===== src/rtl/and_reduce_scheduler.sv =====
// and_reduce_scheduler: two-requester round-robin engine that AND-reduces each operand one bit per clock
// and returns the 1-bit result, tagged with its source, on a valid/ready port.
module and_reduce_scheduler #(
  parameter int WIDTH = 4,
  parameter bit EARLY_EXIT = 0
) (
  input  logic             clk,
  input  logic             rst,
  input  logic             req0_valid,
  input  logic [WIDTH-1:0] req0_data,
  output logic             req0_ready,
  input  logic             req1_valid,
  input  logic [WIDTH-1:0] req1_data,
  output logic             req1_ready,
  output logic             out_valid,
  input  logic             out_ready,
  output logic             out_data,
  output logic             out_src,
  output logic             busy
);
  localparam int CW = $clog2(WIDTH);
  if (WIDTH < 2) begin : g_width_chk
    $error("and_reduce_scheduler: WIDTH must be >= 2");
  end
  typedef enum logic [1:0] {IDLE, REDUCE, DONE} state_t;
  state_t           state_q;
  logic             acc_q, src_q, last_q, out_valid_q, out_data_q, out_src_q, busy_q;
  logic [WIDTH-2:0] sh_q;
  logic [CW-1:0]    cnt_q;
  logic             idle, gnt, take, acc_n;
  logic [WIDTH-1:0] din;
  always_comb begin
    idle  = (state_q == IDLE) & ~rst;
    gnt   = (req0_valid & req1_valid) ? ~last_q : req1_valid;
    take  = idle & (req0_valid | req1_valid);
    din   = gnt ? req1_data : req0_data;
    acc_n = acc_q & sh_q[0];
  end
  assign req0_ready = idle & req0_valid & ~gnt;
  assign req1_ready = idle & req1_valid & gnt;
  assign out_valid  = out_valid_q;
  assign out_data   = out_data_q;
  assign out_src    = out_src_q;
  assign busy       = busy_q;
  // last_q resets to 1 so requester 0 wins the first contention
  always_ff @(posedge clk or posedge rst)
    if (rst) begin
      state_q     <= IDLE;
      acc_q       <= 1'b0;
      sh_q        <= '0;
      cnt_q       <= '0;
      src_q       <= 1'b0;
      last_q      <= 1'b1;
      out_valid_q <= 1'b0;
      out_data_q  <= 1'b0;
      out_src_q   <= 1'b0;
      busy_q      <= 1'b0;
    end else begin
      case (state_q)
        IDLE: if (take) begin
          acc_q  <= din[0];
          sh_q   <= din[WIDTH-1:1];
          cnt_q  <= CW'(WIDTH - 1);
          src_q  <= gnt;
          last_q <= gnt;
          busy_q <= 1'b1;
          if (EARLY_EXIT && !din[0]) begin
            state_q     <= DONE;
            out_valid_q <= 1'b1;
            out_data_q  <= 1'b0;
            out_src_q   <= gnt;
          end else
            state_q <= REDUCE;
        end
        REDUCE: begin
          acc_q <= acc_n;
          sh_q  <= sh_q >> 1;
          cnt_q <= cnt_q - CW'(1);
          if (cnt_q == CW'(1) || (EARLY_EXIT && !acc_n)) begin
            state_q     <= DONE;
            out_valid_q <= 1'b1;
            out_data_q  <= acc_n;
            out_src_q   <= src_q;
          end
        end
        DONE: if (out_ready) begin
          state_q     <= IDLE;
          out_valid_q <= 1'b0;
          busy_q      <= 1'b0;
        end
        default: state_q <= IDLE;
      endcase
    end
endmodule

===== config.mk =====
export PLATFORM = sky130hd
export DESIGN_NAME = and_reduce_scheduler
export DESIGN_NICKNAME = d
export VERILOG_FILES = /design/src/rtl/and_reduce_scheduler.sv
export SDC_FILE = /design/constraint.sdc
export NUM_CORES = 1
export LEC_CHECK = 0
export ABC_AREA = 1
export CAP_MARGIN = 20
export CELL_PAD_IN_SITES_DETAIL_PLACEMENT = 1
export CELL_PAD_IN_SITES_GLOBAL_PLACEMENT = 2
export CORE_MARGIN = 2
export CORE_UTILIZATION = 25
export CTS_BUF_LIST = sky130_fd_sc_hd__clkbuf_4 sky130_fd_sc_hd__clkbuf_8
export DETAILED_ROUTE_END_ITERATION = 7
export PLACE_DENSITY_LB_ADDON = 0.3
export SYNTH_ARGS = -nofsm -noshare
export SYNTH_HDL_FRONTEND = slang
export SYNTH_SLANG_ARGS = --single-unit

===== constraint.sdc =====
create_clock -name clk -period 1.35 [get_ports clk]
set_clock_uncertainty 0.2 [all_clocks]
set_input_delay 0.27 -clock clk [delete_from_list [all_inputs] [get_ports clk]]
set_output_delay 0.27 -clock clk [all_outputs]
set_load 0.005 [all_outputs]

# == Yosys cells after proc, flatten, opt, wreduce, memory -nomap -nowiden ==
# Cells that the tools add are included.
# classes
bitwise_logic,12
n_eq_ne,6
add_sub_neg,1
mux,17
n_reduce_logical,10
# op_table
op,n
AND reduction 3 bit,3
bitwise AND 1 bit,8
2-to-1 mux 2 bit,4
"inequality test 2 bit, second input constant",3
one-hot mux 1 bit (2 select lines),3
one-hot mux 2 bit (3 select lines),1
one-hot mux 3 bit (2 select lines),1
AND reduction 2 bit,3
nonzero test 2 bit,3
2-to-1 mux 1 bit,5
"== test 2 x 1 -> 1 bit, second input constant",2
2-to-1 mux 4 bit,1
one-hot mux 2 bit (2 select lines),1
2-to-1 mux 3 bit,1
NOT 1 bit,3
"== test 2 bit, second input constant",1
zero test 2 bit,1
"subtractor 2 x 1 -> 2 bit, second input constant",1
OR 1 bit,1
# word_totals
in_bits,13
wordCells,56
out_inout_bits,6
reg_bits,14

# == Longest topological paths before layout ==
# Gate-level depths: netlist (run 1).
# depth
depth_word,5
depth_mapped,7
depth_no_buf,7

# == Least setup slack after synthesis (run 1) ==
# Ideal clock, no wire load.
# synth_timing
path_kind,input -> output
from,in rst
to,out req0_ready
cell_stages,3
arrival_time_ns,1.012
n_path_buf,0
slack_ns,-0.132
t_required_ns,0.880
path_cell_list,inv_1 > nand2_1 > nor3_1
# synth_via
elab_chain_cells,4
# synth_rtl
item,line_no,text
"start, declared",8,"input logic rst,"
NOT 1 bit,33,idle = (state_q == IDLE) & ~rst;
bitwise AND 1 bit,33,
bitwise AND 1 bit (2 in series),39,assign req0_ready = idle & req0_valid & ~gnt;
"end, declared",11,"output logic req0_ready,"
# Every way passes these cells.

# == Worst setup path in the final report (run 1) ==
# layout_timing
from,reg last_q
to,out req1_ready
# layout_via
elab_chain_cells,3
# layout_rtl
item,line_no,text
"start, declared",27,"logic acc_q, src_q, last_q, out_valid_q, out_data_q, out_src_q, busy_q;"
"start signal, assigned",65,last_q <= gnt;
NOT 1 bit,34,gnt = (req0_valid & req1_valid) ? ~last_q : req1_valid;
2-to-1 mux 1 bit,34,
bitwise AND 1 bit,40,assign req1_ready = idle & req1_valid & gnt;
"end, declared",14,"output logic req1_ready,"
# Every way passes these cells.

==> impl_results.md, run 1 <==
- Final min period: 1.73 ns
- Post-synthesis sequential area ratio: 0.496
- Area growth, synth to finish: 63.6%
- Top achievable clock speed: about 580 MHz
- Met2 WL: around 1.0 mm
- Outcome: complete, but fails checks
- Max Used Layer: met3
- DRC Markers: 0
- Avg Inst Size Synth: 8.23 µm²
- Initial antenna violation count: 0
- RSZ-0062 raised after global routing: yes
- Clock network power share: 0.135
- Post-Synth XOR/XNOR Area: 0
- Starting density of the core: 0.259
- Relative slew slack: 0.878
- First-pass GRT wire length: 3.37 mm
- Pwr Density: 1970 nW/µm²
- WP buf/inv: 2
- Die area: 3270 µm²
- Drt pass-1 iters: 3
- H-Tree Depth: 1
- Max-slew violations: 0
- Gate power share: 0.534
- Dpl hpwl: approximately 1.4 mm
- Vias in the first global route: 752
- Syn Nets: 100
- Critical Path Sink Type: primary output
- IO Port Bufs: 18
- Clock buffer depth: 2
- Synth top area cells: dfrtp_1, nand2_1, inv_1
- Routed WL per cell: 12.3 µm
- Final critical-path share of the clock period: 1.28
- Critical Path Max Stage Delay: 0.55 ns
- GRT Util Overall: 0.134
- Final wirelength: about 1.9 mm
- Commonest cells after routing, fill and taps aside: nand2_1, buf_4, dfrtp_1
- Final #Nets: about 140
- Largest net degree at the start of global routing: 17
- Cell taking the most area after synthesis: dfrtp_1
- Number of top-level pins: 19
- CTS tree: built
- Crit path DAT: 1.26 ns
- Total negative slack: -1.02 ns
- CTS Hold Bufs: 0
- Synth Area in Adders: 0.0177
- Yosys cell types: 18
- Failing checks: setup timing
- Ant. Diodes: 0
- CP Data Required Time: about 0.9 ns
- Switching Power: roughly 0.00089 W
- Worst skew pair latency: 0.28 ns
- Simple-Gate Fraction of Synth Area: 0.330
- Mapped Cells: 86
- ANT nets after route: 0
- Final Setup Violations: 7
- Layout Cell Area excl Fill: between 1000 and 1500 µm²
- Clk sink count: 14
- Cells along the critical path: nand2_2, nand2_4, buf_4, nor2_2, buf_2
- Clk slew on worst S/H paths: ~0.09 ns
- CP startpoint kind: register
- Worst Tran Pin Value: around 0.18 ns
- Post-synthesis compound-gate area fraction: 0.0813
- Die Y: 57.2 µm
- Fin util: 0.424
- Final Hold Vio Count: 0
- CP Class: register to primary output
- GR Overflow Total: 0
- Int Pwr: 0.00139 W
- Setup ws final: -0.377 ns
- Vias per inst: 4.45
- Initial DRC count: 5
- Switching share of power: 0.391
- Leak pwr: 0.595 nW
- Flops & latches, synth: 14
- Hold Path Class: primary input to async pin
- Via Count: around 700
- Commonest non-fill, non-tap cell in the layout: nand2_1
- Fraction of layout cells with a size suffix above 1: 0.438
- Routed met3 length: 70 µm
- Yosys warns: 0
- CTS Buf Count: 3
- Mux cell area share after synthesis: 0
- M1 wire length: 863 µm
- Crit Path Max Fanout: 2
- Max rail drop VDD: 1350 µV
- Core region area: 2730 µm²
- Synthesized cell area: 708 µm²
- Share of the synthesized area in the top cell type: 0.459
- Largest family of logic cells by synthesized area: simple AND/OR/NAND/NOR gates
- # rows: 19
- Flop pwr share: 0.331
- Die X: ~57 µm
- Dpl cell area: 1010 µm²
- GP Congestion: 0.678
- CTS Root Cell: clkbuf_4
- Max-Cap Viols: 0
- Largest delay share family, worst path: flip-flops
- Slowest-stage cell, CP: dfstp_2
==> registers in the layout, summed over array words and instances (netlist names) <==
signal	count
last_q	1
acc_q	1
state_q	2
sh_q	3
out_data	1
cnt_q	2
busy	1
src_q	1
out_src	1
out_valid	1
==> kinds of logic after synthesis <==
group	Yosys count
AND/OR/NAND/NOR	47
flip-flops	14
AO/OA/AOI/OAI	10
adder cells (fa/ha/maj)	1
buffers and inverters	14
==> Yosys cell counts <==
library cell / n
and3_2: 1
nand3_2: 1
nand2_1: 30
o21ai_1: 4
nand2_4: 1
inv_2: 3
dfstp_2: 1
nor3_1: 1
o21ai_2: 1
nor2_4: 1
inv_1: 11
nand3_4: 1
a21oi_2: 1
o21ai_0: 4
nand3_1: 8
ha_1: 1
nor2_2: 3
dfrtp_1: 13
==> power by group through the flow <==
stage | Sequential (W) | Clock (W) | Combinational [W]
after floorplan | 0.000745 | 0 | 0.000581
after global placement | 0.000744 | 0 | 0.00101
after detailed placement | 0.000751 | 0 | 0.00103
after CTS | 0.000745 | 0.000316 | 0.00113
after global routing | 0.000781 | 0.000338 | 0.00137
final | 0.000755 | 0.000308 | 0.00122
==> through the flow <==
step | setup WS (ns) | hold slack, ns | total power (W) | cells
6_report | -0.377 | 0.0240 | 0.00228 | 159
3_5_place_dp | -0.736 | 0.262 | 0.00178 | 145
5_1_grt | -0.435 | 0.0220 | 0.00249 | 159
3_3_place_gp | -0.707 | 0.260 | 0.00175 | 145
2_1_floorplan | 0.00830 | -0.0954 | 0.00133 | 86
4_1_cts | -0.381 | 0.0213 | 0.00219 | 155
==> what timing repair did <==
item	4_1_cts	5_1_grt
resized for setup	36	10
endpoints found under the setup margin	16	16
cloned	1	0
pin swaps	5	1
setup buffers	8	5
==> worst min-delay path, cell delays in order <==
cell and delay [ns]:
dlygate4sd2_1 0.25, clkinvlp_4 0.07, buf_4 0.11, buf_12 0.15
==> final timing paths <==
kind                                    start            endpoint  cells past startpoint  slack (ns)
min in group clk           last_q$_DFFE_PP1P_  last_q$_DFFE_PP1P_                      2        0.30
min reg2reg                last_q$_DFFE_PP1P_  last_q$_DFFE_PP1P_                      2        0.30
max                        last_q$_DFFE_PP1P_          req1_ready                      5       -0.38
max reg2reg                last_q$_DFFE_PP1P_   acc_q$_DFFE_PP0P_                      9       -0.13
min                                       rst   src_q$_DFFE_PP0P_                      4        0.02
max in group asynchronous                 rst  last_q$_DFFE_PP1P_                      4        0.72
==> layer usage <==
layer  vias up  GRT usage
li1        357          -
met1       340      0.167
met2        10      0.233
met3         0     0.0476
met4         0    0.00997
met5         -          0
==> area by class of cell <==
cell class	instances	area, µm²
sequential	14	352
multi-input combinational	59	359
timing repair buffer	37	309
clock buffer	4	36.3
tap	31	38.8
fill	329	1580
inverter	14	63.8
Power figures use the tool's default switching activity.
==> inputs of run 2 (changes only) <==
Settings changed: SKIP_CTS_REPAIR_TIMING set to 1.
==> run 2 against run 1 <==
  * The run still ends with setup timing left
  * Combinational power grew 4%
  * Sequential power shrank 2%
  * Sequential share of layout area shrank 0.98 points
  * Utilization grew 1.4 points
  * Clock-buffer cell count is the same
  * Final cell count grew 1.3%
  * Non-clock buffer count grew 2
  * Largest cell class is now buffers
  * Largest power group unchanged
  * Highest routed layer unchanged
==> impl_results.md, run 2 (synthesis gave the netlist of run 1 again) <==
- Outcome: complete, but fails checks
- Failing checks: setup timing
- Max-Cap Viols: 0
- Fin util: 0.438
- Critical Path Sink Type: primary output
- Hold Path Class: register to register
- # rows: 19
- Final critical-path share of the clock period: 1.28
- Cells along the critical path: nand2_2, nand2_2, inv_2, nor3_2, buf_2
- CTS tree: built
- Critical Path Max Stage Delay: 0.55 ns
- Relative slew slack: 0.863
- DRC Markers: 0
- GRT Util Overall: 0.120
- H-Tree Depth: 1
- Crit Path Max Fanout: 3
- Die Y: 57.2 µm
- IO Port Bufs: 18
- Hold Slack: 0.299 ns
- Final wirelength: 2.02 mm
- Vias in the first global route: 712
- Pwr Density: 1940 nW/µm²
- Total negative slack: -1.07 ns
- Dpl hpwl: around 1.4 mm
- RSZ-0062 raised after global routing: yes
- Initial DRC count: 6
- Die area: 3270 µm²
- Global route hottest layer: met2
- CP startpoint kind: register
- Largest net degree at the start of global routing: 16
- Routed WL per cell: 12.5 µm
- FILL cells: 323
- Commonest cells after routing, fill and taps aside: nand2_1, buf_4, dfrtp_1
- Top achievable clock speed: 578 MHz
- GR met2 Demand/Resource: 0.212
- Total Power: 0.00232 W
- Leak pwr: 0.661 nW
- GR Overflow Total: 0
- Commonest non-fill, non-tap cell in the layout: nand2_1
- CTS Root Cell: clkbuf_4
- Final Setup Violations: 9
- GP Congestion: 0.678
- Max-slew violations: 0
- CP Data Required Time: approximately 0.88 ns
- Core region area: 2730 µm²
- Met1 usage: 0.144
- Fraction of layout cells with a size suffix above 1: 0.400
- Largest delay share family, worst path: flip-flops
- CP Class: register to primary output
- WP buf/inv: 2
- Final min period: 1.73 ns
- First-pass GRT wire length: 3.04 mm
- Area growth, synth to finish: 69.1%
- CTS Buf Count: 3
- R2R setup slack: -0.09 ns
- Ant. Diodes: 0
- Clock buffer depth: 2
- Initial antenna violation count: 0
- Slowest-stage cell, CP: dfstp_2
- Final #Nets: 145
- Max rail drop VDD: 1360 µV
- Clk slew on worst S/H paths: 0.09 ns
- Regs by FF count: sh_q x3, cnt_q x2, state_q x2
- Via Count: roughly 720
- Die X: 57.2 µm
- Starting density of the core: 0.259
- Worst Tran Pin Value: approximately 0.2 ns
- Vias per inst: 4.45
- Number of top-level pins: 19
- Setup ws final: -0.379 ns
- Max reg flops: 3
- Clk sink count: 14
- Worst skew pair latency: 0.28 ns
- Top reg by flops: sh_q
- Crit path DAT: 1.26 ns
- Drt pass-1 iters: 4
- Met3 Track Usage GR: 0.0476
- Crit path top cell by count: nand2_2
- Final Hold Vio Count: 0
- ANT nets after route: 0
==> run 2: changes by cell type in the layout (fill, tap and decap cells not counted), sizes merged <==
cell / change
dlymetal6s2s: +7
dlygate4sd2: -3
clkbuf: -2
buf: -1
dlygate4sd3: +1
==> run 2: where the power goes <==
part / switching (W) / internal (W) / leakage [nW]
sequential: 0.000113 / 0.000629 / 0.168
combinational: 0.000640 / 0.000633 / 0.472
clock: 0.000140 / 0.000164 / 0.0210
==> run 2: worst paths after layout <==
check	from	to	depth (start not counted)
setup / recovery	last_q$_DFFE_PP1P_	req0_ready	5
min in group asynchronous	rst	out_src$_DFFE_PP0P_	4
setup reg to reg	last_q$_DFFE_PP1P_	sh_q[1]$_DFFE_PP0P_	8
hold / removal	cnt_q[0]$_DFFE_PP0P_	cnt_q[0]$_DFFE_PP0P_	1
hold reg to reg	cnt_q[0]$_DFFE_PP0P_	cnt_q[0]$_DFFE_PP0P_	1
max in group asynchronous	rst	last_q$_DFFE_PP1P_	5
==> run 2: final cells by class <==
type,instances,area (µm²),area share
Timing Repair Buffer,39,364,0.304
Clock buffer,4,36.3,0.0303
Multi-Input combinational cell,59,345,0.288
Inverter,14,61.3,0.0512
Sequential cell,14,352,0.294
Tap cell,31,38.8,0.0324
==> run 2: worst reg2reg max path: stages, from the launching register on <==
cell     delay, ns
dfstp_2       0.55
nand2_2       0.06
nand2_2       0.10
inv_2         0.05
buf_4         0.14
nand2_2       0.05
nand2_1       0.05
nand2_1       0.05
nand3_1       0.07
==> run 2: per-layer routing <==
metal  vias up  part of all wire
met5         -                 0
met4         0                 0
met3         0             0.038
met2        10              0.51
met1       344              0.45
li1        362                 -
==> run 2: through the flow <==
step | worst slack, ns | instances | cell area (µm²)
2_1_floorplan | 0.00830 | 86 | 719
3_3_place_gp | -0.707 | 145 | 1010
3_5_place_dp | -0.736 | 145 | 1010
4_1_cts | -0.822 | 149 | 1050
5_1_grt | -0.459 | 161 | 1200
6_report | -0.379 | 161 | 1200
==> RTL edit 1: new RTL, settings of run 2 <==
Change the parameter `WIDTH` from 4 to 8.
--- a/src/rtl/and_reduce_scheduler.sv
+++ b/src/rtl/and_reduce_scheduler.sv
@@ -3,3 +3,3 @@
 module and_reduce_scheduler #(
-  parameter int WIDTH = 4,
+  parameter int WIDTH = 8,
   parameter bit EARLY_EXIT = 0
Ports: changed (resized req0_data and req1_data); port bits go from 19 to 27. The function was not compared with the original's and may differ.
==> RTL edit 1 against run 2 <==
- the run ends with hold timing, setup timing left
- area after synthesis up 49%
- synthesized cell count up 48%
- hold slack worse by 0.38 ns
- setup slack better by 0.043 ns
- total power up 36%
- clock power up 33%
- wire length up 41%
- design area up 44%
- utilization down 1.0 points
- sequential power up 36%
- sequential cell count up 5
- largest power group unchanged
==> RTL edit 1: results (changes against run 2) <==
Status
  – Outcome: finished with violations
  – Failing checks: hold timing, setup timing

Global routing
  – Largest net degree at the start of global routing: 21 (+5)
  – M2 GR Usage: 23.3% (+2.1 points)
  – GRT Total Usage: 13.3% (+1.3 points)
  – Vias in the first global route: 1050 (+47%)
  – GRT met1 Usage: 16.1% (+1.7 points)

Cells and area
  – Top Registers: sh_q (7), cnt_q (3), state_q (2)
  – Inverters: 16 (+2)
  – Filler Cells Inserted: 478 (+48%)
  – Seq area share: 27.7% (-1.7 points)
  – Flip-flop count of the largest register after layout: 7 (+4)
  – Layout net count: 196 (+35%)
  – Multi-input combinational area share: 35.5% (+6.7 points)
  – Clock buf/inv share: 2.83% (-0.20 points)
  – Multi-In Gates: 89 (+51%)

Worst setup path
  – Worst r2r src: state_q[1]$_DFFE_PP0P_
  – Reg2reg end: sh_q[4]$_DFFE_PP0P_
  – R2r setup slk: -0.18 ns (-0.09 ns)

Routing
  – DR WL met2: 1.49 mm (+45%)
  – Wirelength per Cell: 12.8 µm (+2.4%)
  – DR iter-0 viols: 10 (+4)
  – Wire length on met1: 1.22 mm (+34%)
  – Highest routed metal layer: met4

Power and ir drop
  – Max VDD drop: 544 µV (-60%)
  – Comb power frac: 55.1% (+0.2 points)
  – Clk pwr share: 12.8% (-0.3 points)

Logic synthesis
  – Synth unique cells: 21 (+3)
  – Top post-synthesis cells by area: dfrtp_1 (43%), nand2_1 (16%), nand3_2 (10%), inv_1 (4.6%), o21ai_0 (3.3%)
  – Most common library cells after synthesis: nand2_1 (45), dfrtp_1 (18), inv_1 (13), nand3_2 (11), o21ai_0 (7)
  – Syn_nets: 150 (+50%)
  – Mapped Cells: 127 (+48%)
  – Sequential area share after synthesis: 45.2% (-4.5 points)

Timing
  – Worst hold slack: -0.0781 ns (-0.377 ns)
  – Fin. Hold Viols: 18 (+18)
  – Final setup viols: 17 (+8)
  – Final WS setup: -0.336 ns (+0.0433 ns)
  – Slew HR: 84.2% (-2.1 points)

Clock tree
  – CTS sink cnt: 19 (+5)
  – Root Buffer: clkbuf_8
  – CTS clk-pin slew, worst paths: 0.07 ns (-0.02 ns)

Place
  – DP Area: 1500 µm² (+48%)
## RTL edit 1: kinds of logic (layout without fill, tap and decap cells)
kind of cell / count (synthesis) / count (layout) / synth area share, %
and+or+nand+nor: 75 / 75 / 36.7
DFF: 19 / 19 / 45.2
buffers and inverters: 19 / 64 / 9.13
AOI/OAI and AO/OA: 11 / 11 / 5.81
adders and majority gates: 2 / 2 / 2.37
xor gates and xnor gates: 1 / 1 / 0.831
## RTL edit 1: metrics by stage
step / TNS, ns / hold slack, ns / total power [mW] / setup slack [ns]
floorplan: -0.00862 / -0.0644 / 1.79 / -0.00862
global placement: -9.43 / 0.261 / 2.32 / -0.730
detailed placement: -10.14 / 0.261 / 2.40 / -0.743
CTS: -7.21 / 0.245 / 2.82 / -0.792
global route: -3.46 / -0.0713 / 3.42 / -0.397
finish: -2.41 / -0.0781 / 3.16 / -0.336
==> RTL edit 2: new RTL, config.mk and constraints of run 2 <==
Without the edit above. Re-encode `state_t` (3 states) as one-hot, 3 bits wide.
--- a/src/rtl/and_reduce_scheduler.sv
+++ b/src/rtl/and_reduce_scheduler.sv
@@ -24,3 +24,3 @@
   end
-  typedef enum logic [1:0] {IDLE, REDUCE, DONE} state_t;
+  typedef enum logic [2:0] {IDLE = 3'b001, REDUCE = 3'b010, DONE = 3'b100} state_t;
   state_t           state_q;
Check against the original RTL: no difference found for any inputs over 10 cycles, from zero or initial values and one cycle with rst high; not proved beyond that.
==> RTL edit 2 against run 2 <==
- the run still ends with setup timing left
- combinational power up 9%
- sequential power grew 6.9%
- clock power is 13% lower
- global-route usage grew 2.5 points
- setup slack lost 0.065 ns
- synthesized cell count up 30%
- sequential cell count rose by 1
- total power up 5.0%
- die area grew 15%
- wire length up 18%
- area after synthesis up 16%
- design area is 11% higher
- critical path type unchanged
- highest routed layer is now met4
==> RTL edit 2: results (changes against run 2) <==
Routing
  – DR iter-0 viols: 18 (+12)
  – Highest routed metal layer: met4
  – Post-Route WL: 2.38 mm (+18%)
  – Wire length on met1: 959 µm (+5.6%)
  – Vias/cell: 4.24 (-4.7%)
  – DR WL met2: 1.33 mm (+29%)

Status
  – Failing checks: setup timing
  – Outcome: finished with violations

Cells and area
  – Top Registers: sh_q (3), state_q (3), cnt_q (2)
  – Layout net count: 168 (+16%)
  – Post-Layout Cell Count: 197 (+22%)
  – Ant. Diodes: 0 (unchanged)
  – Share of cells above drive strength 1: 32.0% (-8.0 points)
  – Filler Cells Inserted: 398 (+23%)

Power and ir drop
  – Switching part of the total: 42.5% (+4.0 points)
  – Max VDD drop: 811 µV (-40%)
  – Leakage: 0.792 nW (+20%)

Timing
  – Final setup viols: 15 (+6)
  – Final WS setup: -0.445 ns (-0.0653 ns)
  – Worst hold slack: 0.265 ns (-0.0338 ns)
  – Total Neg Setup Slack: -2.00 ns (-0.934 ns)
  – Least-Margin Pin Slew: 0.235 ns (+0.0302 ns)

Global routing
  – M2 GR Usage: 26.4% (+5.3 points)
  – GRT met1 Usage: 16.2% (+1.8 points)
  – First-pass GRT wire length: 3.91 mm (+29%)
  – Largest net degree at the start of global routing: 16 (unchanged)
  – Vias in the first global route: 922 (+29%)
  – M3 GR Usage: 4.41% (-0.35 points)
  – GRT Total Usage: 14.5% (+2.5 points)

Logic synthesis
  – Area share of fa/ha/maj cells after synthesis: 1.52% (-0.24 points)
  – Synth Area in Compound Gates: 4.11% (-4.0 points)
  – Ys Warns: 0 (unchanged)
  – Top post-synthesis cells by area: dfrtp_1 (40%), nand2_1 (21%), inv_1 (6.8%), dfstp_2 (6.4%), nand3_1 (6.1%)
  – Most common library cells after synthesis: nand2_1 (45), inv_1 (15), dfrtp_1 (13), nand3_1 (10)
  – Sequential area share after synthesis: 46.0% (-3.7 points)
  – Syn_nets: 126 (+26%)
  – Mapped Cells: 112 (+30%)

Place
  – Final GP Congestion: 0.759 (+12%)
  – Dpl cells: 191 (+32%)
  – Detail Placement HPWL: 1.88 mm (+39%)

Worst setup path
  – Worst EP arrival: 1.32 ns (+0.06 ns)
  – R2r setup slk: -0.16 ns (-0.07 ns)
  – Worst r2r src: state_q[0]$_DFFE_PP1P_

Hold path
  – End of the worst hold path: out_valid$_DFFE_PP0P_
  – Hold Crit Start: out_valid$_DFFE_PP0P_
  – Worst Hold Depth: 2 (+1)
RTL edit 2: per-stage QoR:
stage	instance area [µm²]	setup slack (ns)
2_1_floorplan	843	-0.00806
3_3_place_gp	1210	-0.758
4_1_cts	1230	-0.862
5_1_grt	1330	-0.559
3_5_place_dp	1210	-0.813
6_report	1330	-0.445
RTL edit 2: worst max-delay path by stage:
stage | from | end | slack, ns | cells past startpoint
detailed placement | req0_valid | req0_ready | -0.81 | 4
global route | last_q$_DFFE_PP1P_ | req0_ready | -0.56 | 5
global placement | req0_valid | req0_ready | -0.76 | 4
floorplan | state_q[0]$_DFFE_PP1P_ | req0_ready | -0.008 | 2
finish | state_q[0]$_DFFE_PP1P_ | req0_ready | -0.44 | 3
CTS | state_q[0]$_DFFE_PP1P_ | req0_ready | -0.86 | 3
RTL edit 2: power groups by stage:
| stage | Sequential (mW) | Clock, mW | Combinational [mW] |
|---|---|---|---|
| after floorplan | 0.791 | 0 | 0.696 |
| after global placement | 0.786 | 0 | 1.19 |
| after detailed placement | 0.804 | 0 | 1.25 |
| after CTS | 0.794 | 0.279 | 1.25 |
| after global routing | 0.818 | 0.295 | 1.55 |
| final | 0.793 | 0.264 | 1.38 |
RTL edit 2: layout make-up:
class	count	area, µm²	area share (%)
multi-input cells	77	444	33.4
flip-flops and latches	15	378	28.4
repair buffers	37	344	25.9
inverters	20	80.1	6.03
well taps	44	55.1	4.14
clock buffers	3	22.5	1.69
clock inverters	1	5.00	0.377
RTL edit 2: logic make-up after synthesis:
kind of cell    after synthesis
simple gates                 70
buf+inv                      20
flops                        15
compound gates                6
fa+ha+maj                     1
RTL edit 2: critical path, stage by stage, from the launching register on:
cell	delay [ns]
dfstp_2	0.57
nand3_4	0.10
nor4_2	0.21
dlymetal6s2s_1	0.15
